## src/rtl/i2c_pkg.sv

```systemverilog
`default_nettype none
// ============================================================
// Package : i2c_pkg
// Purpose : shared state encodings and bus constants for the I2C read path
// Rev     : 1.0
// ============================================================
package i2c_pkg;

    typedef enum logic [2:0] {
        IDLE     = 3'd0,
        ADDR_ACK = 3'd1,
        FETCH    = 3'd2,
        SHIFT    = 3'd3,
        MACK     = 3'd4,
        DONE     = 3'd5
    } state_t;

    localparam logic [7:0] ReadMask  = 8'h00;
    localparam logic [7:0] WriteMask = 8'h20;
    localparam logic       ACK       = 1'b0;
    localparam logic       NACK      = 1'b1;

    // Index width for a table of n entries; a single entry still needs one bit.
    function automatic int idx_width(input int n);
        return (n > 1) ? $clog2(n) : 1;
    endfunction

endpackage
`default_nettype wire

```

## src/rtl/i2c_read_scheduler_if.sv

```systemverilog
`default_nettype none
// ============================================================
// Interface : i2c_read_scheduler_if
// Purpose   : decoder, responder and transmitter signals of the read scheduler
// Rev       : 1.0
// ============================================================
interface i2c_read_scheduler_if #(
    parameter int NUM_PERIPH = 2
);
    logic                    cmd_valid;
    logic [6:0]              cmd_addr;
    logic                    cmd_rw;
    logic                    stop_det;
    logic                    sda_in;
    logic [NUM_PERIPH-1:0]   periph_req;
    logic [NUM_PERIPH-1:0]   periph_ack;
    logic [8*NUM_PERIPH-1:0] periph_data;
    logic                    tx_load;
    logic [7:0]              tx_byte;
    logic                    tx_enable;
    logic                    out_sel;
    logic                    ack_bit;
    logic [7:0]              direction;
    logic                    busy;
    logic [3:0]              byte_count;
    logic [7:0]              err_count;

    modport master (
        input  cmd_valid, cmd_addr, cmd_rw, stop_det, sda_in, periph_ack, periph_data,
        output periph_req, tx_load, tx_byte, tx_enable, out_sel, ack_bit, direction,
               busy, byte_count, err_count
    );

    modport slave (
        output cmd_valid, cmd_addr, cmd_rw, stop_det, sda_in, periph_ack, periph_data,
        input  periph_req, tx_load, tx_byte, tx_enable, out_sel, ack_bit, direction,
               busy, byte_count, err_count
    );
endinterface
`default_nettype wire

```

## src/rtl/i2c_addr_match.sv

```systemverilog
`default_nettype none
// ============================================================
// Module  : i2c_addr_match
// Purpose : combinational address table lookup; lowest matching slot wins
// Rev     : 1.0
// ============================================================
module i2c_addr_match #(
    parameter int                      NUM_PERIPH = 2,
    parameter logic [7*NUM_PERIPH-1:0] ADDR_TABLE = {7'h55, 7'h2A},
    parameter int                      IW         = 1
) (
    input  wire logic [6:0]    addr,
    output logic               hit,
    output logic [IW-1:0]      idx
);

    // Scanning from the top down lets the lowest matching slot overwrite the rest.
    always_comb begin
        hit = 1'b0;
        idx = '0;
        for (int i = NUM_PERIPH - 1; i >= 0; i--) begin
            if (ADDR_TABLE[7*i +: 7] == addr) begin
                hit = 1'b1;
                idx = IW'(i);
            end
        end
    end

endmodule
`default_nettype wire

```

## src/rtl/i2c_read_scheduler.sv

```systemverilog
`default_nettype none
// ============================================================
// Module  : i2c_read_scheduler
// Purpose : sequences address ACK, byte fetch, shift-out and master ACK
//           for I2C reads. Option macro: I2C_SCHED_ERRCNT_EN (error counter).
// Rev     : 1.0
// ============================================================
module i2c_read_scheduler
    import i2c_pkg::*;
#(
    parameter int                      NUM_PERIPH    = 2,
    parameter logic [7*NUM_PERIPH-1:0] ADDR_TABLE    = {7'h55, 7'h2A},
    parameter logic [7:0]              BAD_BYTE      = 8'hCC,
    parameter int                      MAX_BYTES     = 8,
    parameter int                      FETCH_TIMEOUT = 15
) (
    input wire logic              clk,
    input wire logic              rst_n,
    i2c_read_scheduler_if.master  bus
);

    localparam int            IW         = idx_width(NUM_PERIPH);
    localparam int            TW         = (FETCH_TIMEOUT > 1) ? $clog2(FETCH_TIMEOUT) : 1;
    localparam logic [TW-1:0] TIMER_LAST = TW'(FETCH_TIMEOUT - 1);

    state_t          state_q, state_d;
    logic [7:0]      tx_byte_q, tx_byte_d;
    logic [3:0]      byte_count_q, byte_count_d;
    logic            hit_q, hit_d;
    logic [IW-1:0]   idx_q, idx_d;
    logic [2:0]      bit_cnt_q, bit_cnt_d;
    logic [TW-1:0]   timer_q, timer_d;

    logic            match_hit;
    logic [IW-1:0]   match_idx;
    logic            sel_ack;
    logic [7:0]      sel_data;
    logic [3:0]      next_count;

    logic [NUM_PERIPH-1:0] req;
    logic            load, enable, osel, abit;
    logic [7:0]      dir;

    i2c_addr_match #(
        .NUM_PERIPH (NUM_PERIPH),
        .ADDR_TABLE (ADDR_TABLE),
        .IW         (IW)
    ) u_addr_match (
        .addr (bus.cmd_addr),
        .hit  (match_hit),
        .idx  (match_idx)
    );

    assign sel_ack    = bus.periph_ack[idx_q];
    assign sel_data   = bus.periph_data[{idx_q, 3'b000} +: 8];
    assign next_count = byte_count_q + 4'd1;

    always_comb begin
        state_d      = state_q;
        tx_byte_d    = tx_byte_q;
        byte_count_d = byte_count_q;
        hit_d        = hit_q;
        idx_d        = idx_q;
        bit_cnt_d    = bit_cnt_q;
        timer_d      = timer_q;
        case (state_q)
            IDLE: begin
                if (bus.cmd_valid && bus.cmd_rw) begin
                    hit_d        = match_hit;
                    idx_d        = match_idx;
                    byte_count_d = '0;
                    state_d      = ADDR_ACK;
                end
            end
            ADDR_ACK: begin
                timer_d   = '0;
                bit_cnt_d = '0;
                if (hit_q) begin
                    state_d = FETCH;
                end else begin
                    tx_byte_d = BAD_BYTE;
                    state_d   = SHIFT;
                end
            end
            FETCH: begin
                bit_cnt_d = '0;
                if (sel_ack) begin
                    tx_byte_d = sel_data;
                    state_d   = SHIFT;
                end else if (timer_q == TIMER_LAST) begin
                    tx_byte_d = BAD_BYTE;
                    state_d   = SHIFT;
                end else begin
                    timer_d = timer_q + 1'b1;
                end
            end
            SHIFT: begin
                bit_cnt_d = bit_cnt_q + 3'd1;
                if (bit_cnt_q == 3'd7) begin
                    state_d = MACK;
                end
            end
            MACK: begin
                if (bus.sda_in == ACK) begin
                    byte_count_d = next_count;
                    if (next_count < 4'(MAX_BYTES)) begin
                        // An unmatched address keeps re-sending the BAD_BYTE already held.
                        if (hit_q) begin
                            timer_d = '0;
                            state_d = FETCH;
                        end else begin
                            bit_cnt_d = '0;
                            state_d   = SHIFT;
                        end
                    end else begin
                        state_d = DONE;
                    end
                end else begin
                    state_d = DONE;
                end
            end
            DONE:    state_d = IDLE;
            default: state_d = IDLE;
        endcase

        if (bus.stop_det && (state_q != IDLE)) begin
            state_d   = IDLE;
            tx_byte_d = '0;
        end
    end

    always_ff @(posedge clk) begin
        if (!rst_n) begin
            state_q      <= IDLE;
            tx_byte_q    <= '0;
            byte_count_q <= '0;
            hit_q        <= 1'b0;
            idx_q        <= '0;
            bit_cnt_q    <= '0;
            timer_q      <= '0;
        end else begin
            state_q      <= state_d;
            tx_byte_q    <= tx_byte_d;
            byte_count_q <= byte_count_d;
            hit_q        <= hit_d;
            idx_q        <= idx_d;
            bit_cnt_q    <= bit_cnt_d;
            timer_q      <= timer_d;
        end
    end

    always_comb begin
        req    = '0;
        load   = 1'b0;
        enable = 1'b0;
        osel   = 1'b1;
        abit   = NACK;
        dir    = ReadMask;
        case (state_q)
            ADDR_ACK: begin
                osel = 1'b0;
                abit = ACK;
                dir  = WriteMask;
            end
            FETCH: req[idx_q] = 1'b1;
            SHIFT: begin
                dir    = WriteMask;
                enable = 1'b1;
                load   = (bit_cnt_q == 3'd0);
            end
            default: ;
        endcase
    end

    assign bus.periph_req = req;
    assign bus.tx_load    = load;
    assign bus.tx_byte    = tx_byte_q;
    assign bus.tx_enable  = enable;
    assign bus.out_sel    = osel;
    assign bus.ack_bit    = abit;
    assign bus.direction  = dir;
    assign bus.busy       = (state_q != IDLE);
    assign bus.byte_count = byte_count_q;

`ifdef I2C_SCHED_ERRCNT_EN
    logic [7:0] err_count_q, err_count_d;
    logic       err_inc;

    always_comb begin
        err_inc = !bus.stop_det &&
                  (((state_q == ADDR_ACK) && !hit_q) ||
                   ((state_q == FETCH) && !sel_ack && (timer_q == TIMER_LAST)));
        err_count_d = err_count_q;
        if (err_inc && (err_count_q != 8'hFF)) begin
            err_count_d = err_count_q + 8'd1;
        end
    end

    always_ff @(posedge clk) begin
        if (!rst_n) begin
            err_count_q <= '0;
        end else begin
            err_count_q <= err_count_d;
        end
    end

    assign bus.err_count = err_count_q;
`else
    assign bus.err_count = 8'h00;
`endif

endmodule
`default_nettype wire
```

## src/flat_wrapper.sv

```systemverilog
// flat-port wrapper written by rule: the top's interface ports become plain ports
module i2c_read_scheduler_flat import i2c_pkg::*;
#(
    parameter int                      NUM_PERIPH    = 2,
    parameter logic [7*NUM_PERIPH-1:0] ADDR_TABLE    = {7'h55, 7'h2A},
    parameter logic [7:0]              BAD_BYTE      = 8'hCC,
    parameter int                      MAX_BYTES     = 8,
    parameter int                      FETCH_TIMEOUT = 15
)
  (clk, rst_n, bus_cmd_valid, bus_cmd_addr, bus_cmd_rw, bus_stop_det, bus_sda_in, bus_periph_ack, bus_periph_data, bus_periph_req, bus_tx_load, bus_tx_byte, bus_tx_enable, bus_out_sel, bus_ack_bit, bus_direction, bus_busy, bus_byte_count, bus_err_count);
  i2c_read_scheduler_if #(.NUM_PERIPH(NUM_PERIPH)) bus_i ();
  input wire logic clk;
  input wire logic rst_n;
  input wire logic [$bits(bus_i.cmd_valid)-1:0] bus_cmd_valid;
  input wire logic [$bits(bus_i.cmd_addr)-1:0] bus_cmd_addr;
  input wire logic [$bits(bus_i.cmd_rw)-1:0] bus_cmd_rw;
  input wire logic [$bits(bus_i.stop_det)-1:0] bus_stop_det;
  input wire logic [$bits(bus_i.sda_in)-1:0] bus_sda_in;
  input wire logic [$bits(bus_i.periph_ack)-1:0] bus_periph_ack;
  input wire logic [$bits(bus_i.periph_data)-1:0] bus_periph_data;
  output wire logic [$bits(bus_i.periph_req)-1:0] bus_periph_req;
  output wire logic [$bits(bus_i.tx_load)-1:0] bus_tx_load;
  output wire logic [$bits(bus_i.tx_byte)-1:0] bus_tx_byte;
  output wire logic [$bits(bus_i.tx_enable)-1:0] bus_tx_enable;
  output wire logic [$bits(bus_i.out_sel)-1:0] bus_out_sel;
  output wire logic [$bits(bus_i.ack_bit)-1:0] bus_ack_bit;
  output wire logic [$bits(bus_i.direction)-1:0] bus_direction;
  output wire logic [$bits(bus_i.busy)-1:0] bus_busy;
  output wire logic [$bits(bus_i.byte_count)-1:0] bus_byte_count;
  output wire logic [$bits(bus_i.err_count)-1:0] bus_err_count;
  assign bus_i.cmd_valid = bus_cmd_valid;
  assign bus_i.cmd_addr = bus_cmd_addr;
  assign bus_i.cmd_rw = bus_cmd_rw;
  assign bus_i.stop_det = bus_stop_det;
  assign bus_i.sda_in = bus_sda_in;
  assign bus_i.periph_ack = bus_periph_ack;
  assign bus_i.periph_data = bus_periph_data;
  assign bus_periph_req = bus_i.periph_req;
  assign bus_tx_load = bus_i.tx_load;
  assign bus_tx_byte = bus_i.tx_byte;
  assign bus_tx_enable = bus_i.tx_enable;
  assign bus_out_sel = bus_i.out_sel;
  assign bus_ack_bit = bus_i.ack_bit;
  assign bus_direction = bus_i.direction;
  assign bus_busy = bus_i.busy;
  assign bus_byte_count = bus_i.byte_count;
  assign bus_err_count = bus_i.err_count;
  i2c_read_scheduler #(.NUM_PERIPH(NUM_PERIPH), .ADDR_TABLE(ADDR_TABLE), .BAD_BYTE(BAD_BYTE), .MAX_BYTES(MAX_BYTES), .FETCH_TIMEOUT(FETCH_TIMEOUT)) u_core (.clk(clk), .rst_n(rst_n), .bus(bus_i));
endmodule
```

## config.mk

```make
export PLATFORM = sky130hd
export DESIGN_NAME = i2c_read_scheduler_flat
export DESIGN_NICKNAME = d
export VERILOG_FILES = /design/src/rtl/i2c_pkg.sv /design/src/rtl/i2c_read_scheduler_if.sv /design/src/rtl/i2c_addr_match.sv /design/src/rtl/i2c_read_scheduler.sv /design/src/flat_wrapper.sv
export SDC_FILE = /design/constraint.sdc
export NUM_CORES = 1
export LEC_CHECK = 0
export BUFFER_PORTS_ARGS = -buffer_cell sky130_fd_sc_hd__buf_4
export CAP_MARGIN = 10
export CORE_MARGIN = 2
export CORE_UTILIZATION = 40
export DETAILED_ROUTE_END_ITERATION = 12
export PLACE_DENSITY = 0.68
export SLEW_MARGIN = 20
export SYNTH_ARGS = -nofsm -noshare
export SYNTH_HDL_FRONTEND = slang
export SYNTH_SLANG_ARGS = --single-unit
```

## constraint.sdc

```tcl
create_clock -name clk -period 1.9 [get_ports clk]
set_input_delay 0.095 -clock clk [delete_from_list [all_inputs] [get_ports clk]]
set_output_delay 0.095 -clock clk [all_outputs]
set_load 0.005 [all_outputs]
```

Yosys cells after proc, flatten, opt, wreduce, memory -nomap -nowiden
Index checks and enable logic that the tools add are counted.
{"block": "totals", "register_bits": 24, "input_bits": 31, "output_inout_bits": 35, "elab_cells": 89}
{"block": "classes", "add_sub_neg": 3, "order_cmp": 3, "n_eq_ne": 18, "shifts": 1, "n_mux": 37, "bitwise_logic": 1, "reduce_logical": 19}
{"cell": "$mux 4", "count": 7}
{"cell": "$mux 3", "count": 9}
{"cell": "$mux 8", "count": 3}
{"cell": "$pmux 8 s2", "count": 1}
{"cell": "$shiftx 16x5->8", "count": 1}
{"cell": "$pmux 3 s5", "count": 1}
{"cell": "$pmux 4 s3", "count": 1}
{"cell": "$mux 1", "count": 10}
{"cell": "$ne 2x2->1 const B", "count": 5}
{"cell": "$pmux 3 s3", "count": 1}
{"cell": "$reduce_and 3->1", "count": 3}
{"cell": "$reduce_bool 3->1", "count": 3}
{"cell": "$add 4x1->4 const B", "count": 2}
{"cell": "$ne 2x1->1 const B", "count": 4}
{"cell": "$pmux 4 s2", "count": 1}
{"cell": "$eq 6x7->1 const A", "count": 1}
{"cell": "$eq 7x7->1 const A", "count": 1}
{"cell": "$eq 3x2->1 const B", "count": 2}
{"cell": "$eq 3x3->1 const B", "count": 2}
{"cell": "$logic_not 3->1", "count": 2}
{"cell": "$mux 6", "count": 1}
{"cell": "$reduce_and 6->1", "count": 1}
{"cell": "$reduce_or 2->1", "count": 3}
{"cell": "$eq 4x4->1 const B", "count": 1}
{"cell": "13 further kinds", "count": 16}

Logic depth before layout (Yosys ltp)
{"block": "depth", "depth_word": 5, "ltp_mapped": 6, "mapped_depth_nobuf": 6}

Cells and area by module
A second synthesis with hierarchy kept.
{"block": "hier_totals", "cells_unflattened": 185, "hier_area_um2": 1527.7}
{"mod": "i2c_read_scheduler", "n_inst": 1, "cells_each": 180, "area_per_inst_um2": 1480.2, "seq_area_each_um2": 480.5}
{"mod": "i2c_addr_match", "n_inst": 1, "cells_each": 5, "area_per_inst_um2": 47.5, "seq_area_each_um2": 0.0}

Worst setup path after synthesis
Ideal clock, no wire load.
{"block": "synth_timing", "path_type": "register to register", "from": "register u_core.bit_cnt_q[0]", "to": "register u_core.state_q[0]", "setup_ps": 131, "arrival_ps": 1355, "t_required_ps": 1769, "slack_ps": 414, "path_stages_with_launch": 7, "path_buffers": 0, "synth_period_minus_slack_ps": 1486, "cell_sequence": "dfxtp_1 > ha_1 > ha_1 > nand2b_1 > and2_1 > o41ai_1 > nor3_1"}
{"block": "synth_via", "elab_chain_len": 3}
{"element": "start: declaration", "line_no": "i2c_read_scheduler.sv:31", "text": "logic [2:0] bit_cnt_q, bit_cnt_d;"}
{"element": "start signal: assignment", "line_no": "i2c_read_scheduler.sv:147", "text": "bit_cnt_q <= bit_cnt_d;"}
{"element": "$eq 3x3->1", "line_no": "i2c_read_scheduler.sv:99", "text": "if (bit_cnt_q == 3'd7) begin"}
{"element": "$ne 2x1->1 (no source line)"}
{"element": "$reduce_and 3->1 (no source line)"}
{"element": "end signal: assignment", "line_no": "i2c_read_scheduler.sv:142", "text": "state_q <= state_d;"}
{"element": "end: declaration", "line_no": "i2c_read_scheduler.sv:26", "text": "state_t state_q, state_d;"}
Every way passes these cells.
A chain may end at the register's enable or synchronous reset.

Worst setup path after layout
{"block": "layout_timing", "from": "register u_core.state_q[2]", "to": "output port bus_periph_req[1]"}
{"block": "layout_via", "elab_chain_len": 2}
{"element": "$eq 3x2->1", "line_no": "i2c_read_scheduler.sv:159", "text": "case (state_q)"}
{"element": "$mux 2", "line_no": "i2c_read_scheduler.sv:159"}
{"element": "end: declaration", "line_no": "flat_wrapper.sv:21", "text": "output wire logic [$bits(bus_i.periph_req)-1:0] bus_periph_req;"}
Every way passes these cells.

==> metrics <==
outcome finished clean; Die H 68.1 um; Startpoint Class flip-flop; row count 23; largest net degree at the start of global routing 18; Port Buf Inserts 50; Post-CTS Setup Repair Bufs 0; Critical Path RT ~1800 ps; post-route ant nets 0; non-filler instance count after layout 292; vias about 1500; setup slack, reg-to-reg 220 ps; M1 wire length 1760 um; total power 0.00141 W; fmax 589 MHz; vias in the first global route 1281; Core Area 3970 um^2; Final Net Count 280; DR DRC count 0; hold wc startpoint bus_periph_data[4]; Synth Register Bits 24; PD cells 684 nW/um^2; fin crit share 89.4%; Synth area leaders dfxtp_1 (29%), buf_4 (7.8%), mux2i_1 (6.1%); Pleak 0.873 nW; top layer in use met4; final instance area 2060 um^2; Mapped Avg Cell Area 8.51 um^2; IO Pins 66; cts hold-fix bufs 0; Final setup viols 0; Cells after DPL 288; Met3 Wirelength 209 um; Area growth syn-to-layout 25.5%; endpoint class of the critical path output port; global-route wire length before repair 5660 um; Max Slew Vio Count 0; synthesized cell area 1640 um^2; FF-to-FF End u_core.state_q[0]; average vias per placed instance 5.14; most instantiated library cell after synthesis dfxtp_1; Post-Route WL 3710 um; clock root buffer clkbuf_8; Fill cells 392; Hold Crit Depth 3; clk sinks 24; Post-synth EDFFs 0; die area between 4000 and 5000 um^2; H-tree Lvls 1; Area after DPL 2000 um^2; RD Place Congestion between 0.8 and 0.9; share of layout cells above drive strength 1 29.3%; Routed wire per std cell 12.7 um; CTS Buf Count 3; drt initial violations between 50 and 60; diode count 0; Starting Density around two fifths; worst slew pin tran 583 ps; Final TNS setup 0 ps; crit-path max FO 16; Skew-Pair Late Insertion Delay 260 ps; detailed placement HPWL about 2900 um; initial antenna violation count 0; DR WL met2 between 1500 and 2000 um; All-Layer GR Usage 16.1%; Syn. warnings 0; slew margin rel. around three fifths; clock buffer depth 2; post-layout min period between 1500 and 2000 ps; worst path arrival time 1600 ps; CP Class reg2out; router iterations before antenna repair 4; RSZ-0062 raised after global routing no; Fin. Hold Viols 0; Congestion Overflow GR 0; Synth top cells by count dfxtp_1 (24), buf_4 (17), nand2_1 (12); CTS tree built; skew final 2.41 ps; Hold EP u_core.bus.tx_byte[4]; Synth area leader dfxtp_1; Syn Inst Count 193; Main synth FF type dfxtp_1; Hold Crit Class in2reg; max_cap viols 0; sequential share of the synthesized area 29.3%; number of library cell types mapped by synthesis 53; Synth top area share between 20% and 30%; reg2reg path depth 4; Die Width 68.1 um; Peak supply drop 0.327 mV; asr flop ratio synth 0%; clock-pin slew on the worst setup and hold paths ~80 ps; CTS resizes 0; reg2reg start u_core.state_q[2]
placed cells by master, fill, tap and decap left out, drive strengths merged, types with 2 or more instances in the layout:
cell type,count
buf,55
dfxtp,24
conb,15
nand2,12
inv,11
mux2i,11
o21ai,11
nor2,10
nand3,7
a21oi,7
nor3,7
ha,6
a21boi,6
nand2b,5
and2,5
nand3b,4
o2bb2ai,4
a221oi,4
clkbuf,4
nor2b,3
and3,3
nor4b,3
or2,2
a31oi,2
o2111ai,2
o22ai,2
nor3b,2
o211ai,2
area by class of cell:
cell class	instances	area, um^2	area share [%]
clock buffers	4	55.1	2.67
inverters	11	41.3	2.00
multi-input cells	148	1010	48.9
flip-flops and latches	24	480	23.3
well taps	50	62.6	3.04
repair buffers	55	413	20.0
how the worst max path moves through the flow:
stage | slack (ps) | startpoint | end
floorplan | 410 | u_core.bit_cnt_q[0] | u_core.state_q[0]
global placement | 370 | u_core.state_q[1] | u_core.bus.tx_byte[4]
detailed placement | 280 | u_core.bit_cnt_q[0] | u_core.state_q[0]
CTS | 230 | u_core.state_q[0] | bus_ack_bit
global route | 70 | u_core.state_q[0] | bus_out_sel
finish | 200 | u_core.state_q[2] | bus_periph_req[1]
layer usage:
metal | track usage [%] | vias to the layer above
met5 | 0 | -
li1 | - | 759
met3 | 2.14 | 2
met2 | 26.1 | 45
met4 | 5.25 | 0
met1 | 21.9 | 695
cells by family (layout without fill, tap and decap cells):
kind of cell             after synthesis  in the layout  synth area share (%)
AND/OR/NAND/NOR                       68             68                  25.4
AO/OA/AOI/OAI                         46             46                  20.0
buffers and inverters                 35             70                  12.6
flip-flops                            24             24                  29.3
multiplexers                          11             11                  6.94
adder cells (fa/ha/maj)                6              6                  4.57
XOR/XNOR                               2              2                  1.07
other                                  1             15                 0.228
flip-flops by register name (all words and copies together), names as in the netlist:
| name | cells |
|---|---|
| u_core.bit_cnt_q | 3 |
| u_core.bus.byte_count | 4 |
| u_core.bus.tx_byte | 8 |
| u_core.hit_q | 1 |
| u_core.idx_q | 1 |
| u_core.state_q | 3 |
| u_core.timer_q | 4 |
critical path, stage by stage, from the launching register on:
cell     delay, ps
dfxtp_1        700
buf_4          260
nor3b_4         70
and2_1         190
buf_4          130
where the power goes:
part	internal [W]	switching (W)
combinational	0.000246	0.000224
clock	0.000185	0.000153
sequential	0.000545	0.0000568
total	0.000975	0.000434
stage by stage:
stage               hold slack (ps)  util (%)  setup slack [ps]
floorplan                       285         -               414
global placement                381      50.5               370
detailed placement              390      50.5               280
CTS                             111      51.9               233
global route                    142      51.9              68.9
finish                          113      51.9               202
No activity file was read; power rests on OpenSTA's default activity.
